### src/rtl/hazard_ctrl.sv
// Stall/bubble/flush controller for the 5-stage RV32I pipe: load-use bubbles, redirect flushes,
// I/D memory wait freeze with early-response capture. Optional perf counters under HAZARD_PERF_EN.
module hazard_ctrl #(
   parameter int LU_BUBBLES = 1,
   parameter int CNT_W      = 32
) (
   input  logic             clk,
   input  logic             rst,
   input  logic [4:0]       rs1_ID,
   input  logic [4:0]       rs2_ID,
   input  logic             rs1_used_ID,
   input  logic             rs2_used_ID,
   input  logic             mem_read_EX,
   input  logic [4:0]       rd_EX,
   input  logic             br_taken_EX,
   input  logic             imem_read,
   input  logic             imem_resp,
   input  logic             dmem_req,
   input  logic             dmem_resp,
   output logic             pc_load,
   output logic             load_IF_ID,
   output logic             load_ID_EX,
   output logic             load_EX_MEM,
   output logic             load_MEM_WB,
   output logic             bubble_ID_EX,
   output logic             flush_IF_ID,
   output logic             ibuf_load,
   output logic             ibuf_sel,
   output logic             dbuf_load,
   output logic             dbuf_sel,
   output logic             imem_read_mask,
   output logic             dmem_req_mask
`ifdef HAZARD_PERF_EN
   ,
   output logic [CNT_W-1:0] stall_cnt,
   output logic [CNT_W-1:0] bubble_cnt,
   output logic [CNT_W-1:0] flush_cnt
`endif
);

   localparam logic [1:0] RUN      = 2'd0;
   localparam logic [1:0] BUBBLE   = 2'd1;
   localparam logic [1:0] MEM_WAIT = 2'd2;
   localparam logic [1:0] LU_INIT  = 2'(LU_BUBBLES - 1);

   logic [1:0] state_q, state_d;
   logic [1:0] bub_cnt_q, bub_cnt_d;
   logic       if_done_q, if_done_d;
   logic       mem_done_q, mem_done_d;
   logic       i_wait, d_wait, stall, lu_hazard;

   assign i_wait = imem_read & ~imem_resp & ~if_done_q;
   assign d_wait = dmem_req & ~dmem_resp & ~mem_done_q;
   assign stall  = i_wait | d_wait;

   assign lu_hazard = mem_read_EX & (rd_EX != 5'd0) &
                      ((rs1_used_ID & (rs1_ID == rd_EX)) | (rs2_used_ID & (rs2_ID == rd_EX)));

   always_comb begin
      pc_load        = 1'b0;
      load_IF_ID     = 1'b0;
      load_ID_EX     = 1'b0;
      load_EX_MEM    = 1'b0;
      load_MEM_WB    = 1'b0;
      bubble_ID_EX   = 1'b0;
      flush_IF_ID    = 1'b0;
      ibuf_load      = 1'b0;
      ibuf_sel       = 1'b0;
      dbuf_load      = 1'b0;
      dbuf_sel       = 1'b0;
      imem_read_mask = 1'b0;
      dmem_req_mask  = 1'b0;
      state_d        = state_q;
      bub_cnt_d      = bub_cnt_q;
      if_done_d      = if_done_q;
      mem_done_d     = mem_done_q;
      // Outputs are forced low while reset is held, even though they are combinational.
      if (!rst) begin
         imem_read_mask = if_done_q;
         dmem_req_mask  = mem_done_q;
         if (stall) begin
            ibuf_load  = imem_resp;
            dbuf_load  = dmem_resp;
            if_done_d  = if_done_q | imem_resp;
            mem_done_d = mem_done_q | dmem_resp;
            state_d    = MEM_WAIT;
         end else begin
            if_done_d  = 1'b0;
            mem_done_d = 1'b0;
            ibuf_sel   = if_done_q;
            dbuf_sel   = mem_done_q;
            if (br_taken_EX) begin
               pc_load      = 1'b1;
               load_IF_ID   = 1'b1;
               load_ID_EX   = 1'b1;
               load_EX_MEM  = 1'b1;
               load_MEM_WB  = 1'b1;
               bubble_ID_EX = 1'b1;
               flush_IF_ID  = 1'b1;
               bub_cnt_d    = 2'd0;
               state_d      = RUN;
            end else if (state_q == BUBBLE || lu_hazard) begin
               // ID and PC hold; ID/EX takes a NOP while the older stages drain.
               load_ID_EX   = 1'b1;
               load_EX_MEM  = 1'b1;
               load_MEM_WB  = 1'b1;
               bubble_ID_EX = 1'b1;
               if (state_q == BUBBLE) begin
                  bub_cnt_d = bub_cnt_q - 2'd1;
                  if (bub_cnt_q <= 2'd1) state_d = RUN;
               end else if (LU_BUBBLES > 1) begin
                  bub_cnt_d = LU_INIT;
                  state_d   = BUBBLE;
               end else begin
                  state_d = RUN;
               end
            end else begin
               pc_load     = 1'b1;
               load_IF_ID  = 1'b1;
               load_ID_EX  = 1'b1;
               load_EX_MEM = 1'b1;
               load_MEM_WB = 1'b1;
               state_d     = RUN;
            end
         end
      end
   end

   always_ff @(posedge clk or posedge rst) begin
      if (rst) begin
         state_q    <= RUN;
         bub_cnt_q  <= 2'd0;
         if_done_q  <= 1'b0;
         mem_done_q <= 1'b0;
      end else begin
         state_q    <= state_d;
         bub_cnt_q  <= bub_cnt_d;
         if_done_q  <= if_done_d;
         mem_done_q <= mem_done_d;
      end
   end

`ifdef HAZARD_PERF_EN
   function automatic logic [CNT_W-1:0] sat_inc(input logic [CNT_W-1:0] v, input logic en);
      if (en && (v != {CNT_W{1'b1}})) return v + 1'b1;
      return v;
   endfunction

   logic [CNT_W-1:0] stall_cnt_q, bubble_cnt_q, flush_cnt_q;

   // Bubble count covers load-use NOP cycles only; redirect cycles are counted as flushes.
   always_ff @(posedge clk or posedge rst) begin
      if (rst) begin
         stall_cnt_q  <= '0;
         bubble_cnt_q <= '0;
         flush_cnt_q  <= '0;
      end else begin
         stall_cnt_q  <= sat_inc(stall_cnt_q, stall);
         bubble_cnt_q <= sat_inc(bubble_cnt_q, bubble_ID_EX & ~flush_IF_ID);
         flush_cnt_q  <= sat_inc(flush_cnt_q, flush_IF_ID);
      end
   end

   assign stall_cnt  = stall_cnt_q;
   assign bubble_cnt = bubble_cnt_q;
   assign flush_cnt  = flush_cnt_q;
`else
   logic unused_cfg;
   assign unused_cfg = (CNT_W > 0);
`endif

endmodule

### config.mk
export PLATFORM = sky130hd
export DESIGN_NAME = hazard_ctrl
export DESIGN_NICKNAME = d
export VERILOG_FILES = /design/src/rtl/hazard_ctrl.sv
export SDC_FILE = /design/constraint.sdc
export NUM_CORES = 1
export LEC_CHECK = 0
export ABC_AREA = 0
export BUFFER_PORTS_ARGS = -buffer_cell sky130_fd_sc_hd__buf_2
export CORE_AREA = 8 8 45 47
export DETAILED_ROUTE_END_ITERATION = 12
export DIE_AREA = 0 0 53 55
export HOLD_SLACK_MARGIN = 0.12
export PLACE_DENSITY = 0.6
export SLEW_MARGIN = 20
export SYNTH_ARGS = -nofsm -noshare
export SYNTH_HDL_FRONTEND = slang
export SYNTH_SLANG_ARGS = --single-unit
### constraint.sdc
create_clock -name clk -period 1.64 [get_ports clk]
set_input_delay 0.246 -clock clk [delete_from_list [all_inputs] [get_ports clk]]
set_output_delay 0.246 -clock clk [all_outputs]
set_load 0.01 [all_outputs]
# Word-level counts from Yosys, hierarchy flattened
# Index checks and enable logic that the tools add are counted.
# W data, S select, Z words.
dict set report totals {
  reg_bits 6
  inputBits 25
}
dict set report op_classes {
  addsub 1
  magnitude_cmp 1
  n_eq_ne 4
  muxes 33
  bitwise_logic 18
  n_reduce_logical 6
}
# operator n
set op_table {}
lappend op_table {{$mux W1} 25}
lappend op_table {{$mux W2} 8}
lappend op_table {{$eq A5 B5 Y1} 2}
lappend op_table {{$and A1 B1 Y1} 8}
lappend op_table {{$not A1 Y1} 6}
lappend op_table {{$ne A5 B4 Y1 const B} 1}
lappend op_table {{$reduce_bool A5 Y1} 1}
lappend op_table {{$or A1 B1 Y1} 4}
lappend op_table {{$reduce_and A4 Y1} 1}
lappend op_table {{$reduce_bool A2 Y1} 2}
lappend op_table {{$eq A2 B1 Y1 const B} 1}
lappend op_table {{$le A2 B1 Y1 const B} 1}
lappend op_table {{$reduce_and A2 Y1} 1}
lappend op_table {{$sub A2 B1 Y2 const B} 1}
lappend op_table {{$logic_or A1 B1 Y1} 1}

# Depth between registers and ports, before layout
dict set report depth {
  depth_word 9
  depth_mapped 5
  ltp_nobuf 4
}

# Worst setup path before layout
# Ideal clock, no wire load.
dict set report synth_path {
  kind {input-to-output}
  from {input rd_EX[2]}
  to {output pc_load}
  arrival_ps 1265
  path_slack_ps 129
  path_stages 5
  cell_sequence {xor2_1 -> nor4_2 -> a32oi_1 -> o31a_1 -> buf_4}
}
dict set report synth_via {
  elab_chain_cells 9
  word_cells_on_any_way 13
  cone_classes {2 x eq/ne; 4 x mux; 5 x bitwise; 2 x reduce/logical}
}
# item line
set synth_rtl {}
lappend synth_rtl {{from (decl)} 14} ;# input logic [4:0] rd_EX,
lappend synth_rtl {{$eq A5 B5 Y1} 57} ;# ((rs1_used_ID & (rs1_ID == rd_EX)) | (rs2_used_ID & (rs2_ID == rd_EX)));
lappend synth_rtl {{$and A1 B1 Y1} 57}
lappend synth_rtl {{$or A1 B1 Y1} 57}
lappend synth_rtl {{$and A1 B1 Y1 *} 56} ;# assign lu_hazard = mem_read_EX & (rd_EX != 5'd0) &
lappend synth_rtl {{$logic_or A1 B1 Y1 *} 102} ;# end else if (state_q == BUBBLE || lu_hazard) begin
lappend synth_rtl {{$mux W1 * (4 in series)} n/a}
lappend synth_rtl {{to (decl)} 20} ;# output logic pc_load,
# Mark *: on every way between the ends. The rest lies on a longest branch, timed or not.

# Worst setup path in the final report
dict set report layout_path {
  from {input rs2_ID[0]}
  to {output pc_load}
}
dict set report layout_via {
  elab_chain_cells 9
}
# item line
set layout_rtl {}
lappend layout_rtl {{from (decl)} 10} ;# input logic [4:0] rs2_ID,
lappend layout_rtl {{$eq A5 B5 Y1} 57}
lappend layout_rtl {{$and A1 B1 Y1} 57}
lappend layout_rtl {{$or A1 B1 Y1} 57}
lappend layout_rtl {{$and A1 B1 Y1} 56}
lappend layout_rtl {{$logic_or A1 B1 Y1} 102}
lappend layout_rtl {{$mux W1} 102}
lappend layout_rtl {{$mux W1} 92} ;# if (br_taken_EX) begin
lappend layout_rtl {{$mux W1} 81} ;# if (stall) begin
lappend layout_rtl {{$mux W1} 78} ;# if (!rst) begin
# Every way passes these cells.

==> impl_summary.txt <==
----------------------------------------------------
[Drt]
  Length of routed met2 wiring ... approximately 680 um
  Post-detailed-route via-to-cell ratio ... 4.48
  First-iteration detailed-routing DRC count ... 5
  WL/cell ... ~13 um
  Detailed-route wire length ... between 1 and 1.5 mm
  Initial DRT Pass Iterations ... 4
  Number of routed nets with antenna violations ... 0
  Detailed-route wire length on metal 1 ... between 400 and 500 um
  Routed via count ... 457
  DRC violations left ... 0
  Top layer used by detailed routing ... met3
  Routed length on met3 ... 202 um

[Die]
  Number of placement rows ... 14
  Floorplan Core Area ... 1380 um2
  Initial Util ... between 20% and 30%
  Die span in y ... 55 um
  Number of ports placed on the die boundary ... 38
  Die Outline Area ... approximately 2900 um2
  Horizontal die dimension ... between 50 and 60 um

[Timing]
  RSZ-0062 raised after global routing ... true
  Worst Max-Slew Pin Slew ... between 0.2 and 0.25 ns
  Worst slew margin relative to its limit ... roughly 84%
  Number of hold-slack violations in the final timing report ... 0
  Final critical delay including setup and external delays ... approximately 1.6 ns
  Setup TNS ... 0 ns
  Period Utilization, post-route ... 99.9%
  Number of failing setup endpoints in the final timing report ... 0
  Worst-case clock skew ... just under 0.003 ns
  Slew Limit Fails ... 0
  Fmax ... about 0.6 GHz

[Final layout]
  Layout Utilization ... 49.9%
  Fin area ... roughly 690 um2
  Number of nets at the end of the flow ... 113
  Number of antenna repair diodes ... 0
  Fraction of final layout cells sized beyond drive strength 1 ... roughly two thirds
  Area growth from synthesis to layout ... 116%

[Yosys]
  Synth async-reset ratio ... 100%
  Net count after synthesis ... between 60 and 70
  Synthesized area ... ~320 um2
  Library cells used by synthesis ... 21
  Largest cells by area after synthesis ... xor2_1 (22%), dfrtp_1 (16%), nor2b_1 (7.8%)
  Sequential share of the synthesized area ... roughly 16%
  Top cell type by total area after synthesis ... xor2_1
  Main synth FF type ... dfrtp_1
  Most used standard cell by instance count after synthesis ... xor2_1
  Synth top area share ... a little over a fifth
  Synthesis warning total ... 0
  Number of standard cells after synthesis ... 39
  Avg Inst Size Synth ... 8.21 um2
  Count of flip-flops with a built-in enable after synthesis ... 0
  Flip-flop and latch count after synthesis ... 2
  Most frequent cells after synthesis ... xor2_1 (8), nor2b_1 (4), buf_4 (3)

[GRT]
  First-pass GRT wire length ... 1.90 mm
  Overflow left after global routing ... 0
  Largest net degree at the start of global routing ... 6
  Number of antenna violations at the first check in global routing ... 0
  Via count of the first global-routing pass ... 480
  Overall routing resource usage ... under 10%

[Power and ir drop]
  Power per cell area ... around 510 nW/um2
  Clk network pwr share ... 31.0%
  Pleak ... 0.366 nW
  Maximum vdd drop ... ~0.20 mV
  Cell-internal power ... 0.238 mW
  Part of the total power dissipated in combinational logic ... between 50 and 60%
  Switching Fraction ... 32.5%
  Net load switching power ... 0.114 mW
  Proportion of power drawn by flip-flops and latches ... ~18%

[Worst setup path]
  Kind of start point of the critical path ... input pin
  Worst Path Max Fanout ... 2
  Worst EP arrival ... roughly 1.4 ns
  Sort of element at the end of the critical path ... output port
  Required time reported for the critical path endpoint ... about 1.4 ns
  Worst Setup Path Type ... input pin to output port
  Register-to-Register Path Depth ... 5

[Place]
  HPWL after detailed placement ... around 1.0 mm
  Final GP Congestion ... ~0.76
  Area post-placement ... between 500 and 600 um2
  Count of input and output buffers ... 37

[Clocking]
  H-tree level count ... 1
  Root Buffer Master ... clkbuf_4
  Clock tree from TritonCTS ... yes
  Clk buf depth ... 2
  Clk_lat worst skew ... 0.22 ns
  CTS clock-pin slew for the worst setup and hold paths ... 0.03 ns
  Clock Sink Count ... 2
  TritonCTS Buffers ... 3

[Hold path]
  Cell count of the worst hold path ... 3
  Type of the most critical hold path ... input pin to register

[Flow run]
  Max Cap Violations ... 0

[Outcome]
  Run status ... complete, no violations

----------------------------------------------------
-- layout by cell type, fill, tap and decap left out, drive strengths merged --
cell type    count
nor2             2
dlygate4sd3      1
o21ai            1
o211ai           1
o31a             1
xnor2            2
and2             2
nor3             1
buf             46
nor2b            4
a21oi            2
dfrtp            2
xor2             8
and3             2
nor3b            2
a32oi            1
or4              1
o21bai           1
clkbuf           3
inv              1
nor4             2
-- worst paths after layout --
path / from / end / slack, ns
max: rs2_ID[0] / pc_load / 0.001
min: dmem_resp / mem_done_q$_DFFE_PP0N_ / 0.32
max reg2reg: mem_done_q$_DFFE_PP0N_ / mem_done_q$_DFFE_PP0N_ / 0.58
min reg2reg: mem_done_q$_DFFE_PP0N_ / mem_done_q$_DFFE_PP0N_ / 0.53
max in group asynchronous: rst / mem_done_q$_DFFE_PP0N_ / 0.96
min in group asynchronous: rst / if_done_q$_DFFE_PP0N_ / 0.55
-- final cells by class --
class / count / area [um2]
clock buffer: 3 / 22.5
fill: 137 / 693
inverter: 1 / 3.75
multi-input combinational: 33 / 290
sequential: 2 / 50.0
tap: 16 / 20.0
timing repair buffer: 47 / 304
-- state kept, by name (all words and copies together), names as in the netlist --
| name | cells |
|---|---|
| if_done_q | 1 |
| mem_done_q | 1 |
-- kinds of logic after synthesis --
group	share of synthesized area [%]
buf+inv	8.20
xor+xnor	27.3
simple gates	34.0
flops	15.6
compound gates	14.8
-- power by group through the flow --
stage                     Combinational [mW]  Clock, mW  Sequential [mW]
final                                  0.180      0.109           0.0625
after global routing                   0.197      0.118           0.0637
after detailed placement               0.149          0           0.0608
after floorplan                       0.0756          0           0.0599
after global placement                 0.148          0           0.0606
after CTS                              0.164      0.118           0.0614
-- critical path: stages --
cell	delay [ns]
buf_6	0.10
xor2_2	0.16
nor4_2	0.27
a32oi_1	0.16
o31a_1	0.31
buf_2	0.14
-- what timing repair did --
item,in CTS,in global routing
endpoints found under the hold margin,2,0
hold buffers,1,0
cloned,0,0
pin swaps,7,9
gates resized for setup,11,8
setup buffers,1,2
setup endpoints to repair,3,3
-- metal layers --
layer	vias up	track usage [%]
met1	196	7.45
met5	-	0
li1	230	-
met4	0	9.05
met3	0	4.55
met2	31	15.0
-- through the flow --
step	setup slack, ns	total power [mW]	hold slack (ns)	cells
2_1_floorplan	0.129	0.135	0.0141	39
3_3_place_gp	-0.0123	0.208	0.177	96
3_5_place_dp	-0.0166	0.210	0.177	96
4_1_cts	-0.0173	0.343	0.307	101
5_1_grt	-0.0748	0.378	0.360	102
6_report	0.00105	0.352	0.316	102
Power figures use the tool's default switching activity.
